**config.mk**
```make
export PLATFORM = sky130hd
export DESIGN_NAME = fullchip_mc
export DESIGN_NICKNAME = d
export VERILOG_FILES = /design/src/rtl/fullchip_mc.sv
export SDC_FILE = /design/constraint.sdc
export NUM_CORES = 1
export LEC_CHECK = 0
export BUFFER_PORTS_ARGS = -buffer_cell sky130_fd_sc_hd__buf_4
export CORE_MARGIN = 2
export CORE_UTILIZATION = 25
export CTS_BUF_LIST = sky130_fd_sc_hd__clkbuf_4 sky130_fd_sc_hd__clkbuf_8 sky130_fd_sc_hd__clkbuf_16
export DETAILED_ROUTE_END_ITERATION = 12
export GPL_TIMING_DRIVEN = 1
export PLACE_DENSITY = 0.58
export REMOVE_ABC_BUFFERS = 1
export SETUP_SLACK_MARGIN = 0.3
export SLEW_MARGIN = 20
export SYNTH_ARGS = -nofsm -noshare
export SYNTH_HDL_FRONTEND = slang
export SYNTH_SLANG_ARGS = --single-unit
```
**constraint.sdc**
```tcl
create_clock -name clk -period 1.9 [get_ports clk]
set_clock_uncertainty 0.1 [all_clocks]
set_input_delay 0.19 -clock clk [delete_from_list [all_inputs] [get_ports clk]]
set_output_delay 0.19 -clock clk [all_outputs]
set_load 0.01 [all_outputs]
```
**src/rtl/fullchip_mc.sv**
```systemverilog
// fullchip_mc: multi-core attention top with a registered, per-core masked
// issue stage and a snapshot collector that streams core outputs over
// valid/ready in ascending core order.
//
// Ports:
//   clk, reset          single clock, synchronous active-high reset
//   mem_in, inst        operand word and instruction shared by all cores
//   in_valid, core_mask issue qualifier and per-core issue enable
//   capture             pulse: snapshot every core out (ignored while busy)
//   out_valid/out_ready readout handshake
//   out_core_id, out    index and data of the presented snapshot
//   busy                undelivered snapshots remain
//   capture_drop        sticky: a capture arrived while busy

// Behavioural core model: registers every lane to the zero-extended low
// operand byte whenever a non-NOP instruction arrives, holds otherwise.
module core #(
    parameter int col     = 8,
    parameter int bw      = 8,
    parameter int bw_psum = 2*bw+4,
    parameter int pr      = 8,
    parameter int inst_w  = 19
) (
    input  logic                    clk,
    input  logic                    reset,
    input  logic [pr*bw-1:0]        mem_in,
    input  logic [inst_w-1:0]       inst,
    output logic [bw_psum*col-1:0]  out
);
    logic [bw_psum*col-1:0] out_q, out_d;
    logic                   unused_hi;

    assign unused_hi = ^mem_in[pr*bw-1:bw];

    always_comb begin
        out_d = out_q;
        if (inst != '0) begin
            for (int k = 0; k < col; k++) begin
                out_d[k*bw_psum +: bw_psum] =
                    {{(bw_psum-bw){1'b0}}, mem_in[bw-1:0]};
            end
        end
    end

    always_ff @(posedge clk) begin
        if (reset) out_q <= '0;
        else       out_q <= out_d;
    end

    assign out = out_q;
endmodule

module fullchip_mc #(
    parameter int col      = 8,
    parameter int bw       = 8,
    parameter int bw_psum  = 2*bw+4,
    parameter int pr       = 8,
    parameter int num_core = 2,
    parameter int inst_w   = 19,
    parameter int cid_w    = (num_core > 1) ? $clog2(num_core) : 1
) (
    input  logic                    clk,
    input  logic                    reset,
    input  logic [pr*bw-1:0]        mem_in,
    input  logic [inst_w-1:0]       inst,
    input  logic                    in_valid,
    input  logic [num_core-1:0]     core_mask,
    input  logic                    capture,
    output logic                    out_valid,
    input  logic                    out_ready,
    output logic [cid_w-1:0]        out_core_id,
    output logic [bw_psum*col-1:0]  out,
    output logic                    busy,
    output logic                    capture_drop
);
    localparam int OW = bw_psum*col;
    localparam int PW = pr*bw;

    typedef enum logic {IDLE, SEND} state_t;

    logic [PW-1:0]       issue_mem_q  [num_core];
    logic [PW-1:0]       issue_mem_d  [num_core];
    logic [inst_w-1:0]   issue_inst_q [num_core];
    logic [inst_w-1:0]   issue_inst_d [num_core];
    logic [OW-1:0]       core_out     [num_core];
    logic [OW-1:0]       snap_q       [num_core];
    logic [OW-1:0]       snap_d       [num_core];
    logic [num_core-1:0] pending_q, pending_d, pend_clr;
    logic                drop_q, drop_d;
    state_t              state_q, state_d;
    logic [cid_w-1:0]    cur_id;
    logic                xfer;

    always_comb begin
        for (int i = 0; i < num_core; i++) begin
            if (in_valid && core_mask[i]) begin
                issue_mem_d[i]  = mem_in;
                issue_inst_d[i] = inst;
            end else begin
                issue_mem_d[i]  = '0;
                issue_inst_d[i] = '0;
            end
        end
    end

    for (genvar g = 0; g < num_core; g++) begin : g_core
        core #(
            .col(col), .bw(bw), .bw_psum(bw_psum),
            .pr(pr), .inst_w(inst_w)
        ) u_core (
            .clk   (clk),
            .reset (reset),
            .mem_in(issue_mem_q[g]),
            .inst  (issue_inst_q[g]),
            .out   (core_out[g])
        );
    end

    // Lowest-index pending core is the one presented.
    always_comb begin
        cur_id = '0;
        for (int i = num_core-1; i >= 0; i--) begin
            if (pending_q[i]) cur_id = cid_w'(i);
        end
    end

    assign busy      = |pending_q;
    assign out_valid = (state_q == SEND);
    assign xfer      = out_valid && out_ready;

    always_comb begin
        pend_clr         = pending_q;
        pend_clr[cur_id] = 1'b0;
    end

    always_comb begin
        state_d   = state_q;
        pending_d = pending_q;
        drop_d    = drop_q;
        snap_d    = snap_q;
        // A capture is only taken with nothing outstanding, so the final
        // transfer edge still drops it.
        if (capture && busy) drop_d = 1'b1;
        unique case (state_q)
            IDLE: begin
                if (capture && !busy) begin
                    snap_d    = core_out;
                    pending_d = core_mask;
                    if (core_mask != '0) state_d = SEND;
                end
            end
            SEND: begin
                if (xfer) begin
                    pending_d = pend_clr;
                    if (pend_clr == '0) state_d = IDLE;
                end
            end
            default: state_d = IDLE;
        endcase
    end

    always_ff @(posedge clk) begin
        if (reset) begin
            state_q   <= IDLE;
            pending_q <= '0;
            drop_q    <= 1'b0;
            for (int i = 0; i < num_core; i++) begin
                issue_mem_q[i]  <= '0;
                issue_inst_q[i] <= '0;
                snap_q[i]       <= '0;
            end
        end else begin
            state_q   <= state_d;
            pending_q <= pending_d;
            drop_q    <= drop_d;
            for (int i = 0; i < num_core; i++) begin
                issue_mem_q[i]  <= issue_mem_d[i];
                issue_inst_q[i] <= issue_inst_d[i];
                snap_q[i]       <= snap_d[i];
            end
        end
    end

    assign out_core_id  = out_valid ? cur_id : '0;
    assign out          = out_valid ? snap_q[cur_id] : '0;
    assign capture_drop = drop_q;
endmodule

```
==> impl_metrics.json <==
{
  "power_frac_comb_pct": 12.9,
  "synth_common_cells": "buf_4, dfxtp_1, and2_1",
  "dr.pass1.iters": 4,
  "synth_top_cell_area_share_pct": 41.8,
  "fin_tns_setup_ns": 0,
  "hp-start": "out_ready",
  "dieArea_um2": 18300,
  "grt_usage_pct": 8.28,
  "num_antenna_cells": 0,
  "drive_above_1_share_pct": 29.7,
  "grt_pass1_vias": 2436,
  "crit_fanout": 8,
  "reg2reg_slack_ns": 0.25,
  "synth_flop_cell": "dfxtp_1",
  "startpoint_type": "flop",
  "grt_use_met1_pct": 9.68,
  "num_rows": 48,
  "maxSlewViolCount": 0,
  "synth_area_leaders": "dfxtp_1, buf_4, and2_1",
  "antenna_found_initial": 0,
  "io_buffers": 101,
  "synth_cell_types": 27,
  "hp-class": "in -> reg",
  "p_sw_mw": 1.00,
  "powerDensity_nw_per_um2": 747,
  "route.detailed.drc": 0,
  "r2r_end": "g_core[1].u_core.out[143]",
  "dp_hpwl_um": 5220,
  "required_ns": 1.61,
  "cts_buffers": 9,
  "yosysTopAreaCell": "dfxtp_1",
  "clock_latency_ns": 0.34,
  "hold_viol": 0,
  "synth_cells": 470,
  "fp.dieH_um": 135,
  "hold_ws_ns": 0.0256,
  "rsz0062_at_grt": "yes",
  "drt_wl_total_um": 8030,
  "swShare_pct": 24.4,
  "synth_seq_cells": 90,
  "top_usage_layer": "met2",
  "grt_pass1_wl_um": 11900,
  "critPathKind": "reg -> out",
  "synth.most_common_cell": "buf_4",
  "area_delta_synth_final_pct": 27.8,
  "gr-usage-met2_pct": 14.5,
  "worst_ep_arrival_time_ns": 1.53,
  "cts-root-buf": "clkbuf_16",
  "ir_drop_v": 0.000366,
  "finalCriticalPeriod_ns": 1.82,
  "viasPerCell": 3.54,
  "finalCritPeriodShare_pct": 95.7,
  "initial_utilization_pct": 25.3,
  "multi_input_area_um2": 1720,
  "end_kind": "output pin",
  "hold_path_depth": 4,
  "synth_area_um2": 4310,
  "seq_power_share_pct": 47.7,
  "leakage_nw": 2.41,
  "gr-usage-met3_pct": 1.87,
  "layout.nets": 648,
  "core_um2": 17100,
  "async_flop_share_pct": 0,
  "rr_worst_depth": 6,
  "num-fill-cells": 1802,
  "synth-warning-count": 0,
  "cts.path.max_buffers": 2,
  "drt_iter0_markers": 60,
  "final_antenna_net_count": 0,
  "regArea_um2": 1820,
  "holdPathEnd": "out_valid",
  "status": "complete, no violations",
  "path_clk_slew_ns": 0.07,
  "power.internal_mw": 3.12,
  "htree_num_levels": 3,
  "p_clk_share_pct": 39.4,
  "grt-ovfl-total": 0,
  "grt_max_degree": 35,
  "r2r_start": "issue_inst_q[0][29]",
  "fmax_ghz": 0.550,
  "ys_seq_area_share_pct": 41.8,
  "vias": 2788,
  "ioPinCount": 254,
  "avgSynthCellArea_um2": 9.18,
  "cts_tree": "done",
  "clock_sinks": 90,
  "die_w_um": 135,
  "avgRoutedWirePerCell_um": 10.2,
  "setup_viol": 0,
  "synth_edf_count": 0,
  "gp_congestion": 0.718,
  "drv_cap": 0
}
## per-layer routing
| layer | share of wire, % | vias up |
|---|---|---|
| met5 | 0 | - |
| met4 | 1.5 | 0 |
| met3 | 4.8 | 7 |
| met2 | 52 | 90 |
| met1 | 41 | 1284 |
| li1 | - | 1407 |
## cells in the final DEF (no fill, tap or decap), drive strengths merged
cell type,instances
a211oi,1
a21boi,8
a21oi,18
a22oi,1
a31oi,1
and2,55
and2b,2
and3b,2
buf,123
clkbuf,11
clkinv,3
clkinvlp,2
conb,96
dfxtp,90
dlygate4sd3,28
inv,2
mux2i,16
nand2,53
nand2b,32
nand4,2
nor2,2
nor3b,1
nor4,10
o21ai,2
or2,1
or3b,1
## critical path: stages, from the launching register on
cell	delay [ns]
dfxtp_4	0.36
and2b_4	0.31
nand2_2	0.07
a21boi_2	0.19
buf_6	0.15
buf_4	0.12
## cell type report
class,count,area share (%)
well taps,225,5.11
repair buffers,151,25.6
clock buffers,11,4.47
multi-input cells,304,31.2
flip-flops and latches,90,32.9
inverters,2,0.136
clock inverters,5,0.545
## how the worst max path moves through the flow
stage / startpoint / end / slack (ns) / cells after the start
after CTS: pending_q[0] / out[81] / 0.08 / 5
after global routing: pending_q[0] / out[22] / 0.03 / 5
after global placement: pending_q[0] / out[46] / 0.12 / 6
after detailed placement: pending_q[0] / out[106] / 0.11 / 6
final: pending_q[0] / out[106] / 0.08 / 5
after floorplan: pending_q[0] / out[0] / -0.81 / 4
## cells by family after synthesis
family | synth area share, %
simple gates | 21.3
compound gates | 4.21
other cells | 0.0869
mux | 3.71
buf+inv | 28.9
flops | 41.8
## stage by stage
stage	utilization (%)	cells	instance area [µm²]	power [mW]	setup slack [ns]
finish	32.3	788	5510	4.12	0.0819
CTS	31.6	786	5390	4.16	0.0788
floorplan	-	395	3430	2.24	-0.806
global placement	27.3	740	4650	2.45	0.124
global route	32.3	788	5510	4.31	0.0280
detailed placement	27.3	740	4650	2.45	0.112
## registers in the layout (all words and copies together) (netlist names)
register and flops:
issue_inst_q 38, g_core.u_core.out 16, issue_mem_q 16, snap_q 16, pending_q 2, capture_drop 1
out_valid 1
## timing repair
action | CTS | global route
gates resized for setup | 57 | 27
gates cloned | 1 | 1
hold buffers | 28 | 0
setup buffers | 1 | 1
endpoints found under the hold margin | 55 | 0
endpoints found under the setup margin | 89 | 96
pin swaps | 2 | 5
## power groups by stage
stage | Clock, mW | Sequential, mW | Combinational, mW
6_report | 1.62 | 1.97 | 0.531
5_1_grt | 1.75 | 1.97 | 0.583
4_1_cts | 1.68 | 1.96 | 0.511
3_5_place_dp | 0 | 2.00 | 0.448
3_3_place_gp | 0 | 2.00 | 0.449
2_1_floorplan | 0 | 2.00 | 0.244
Power figures use the tool's default switching activity.
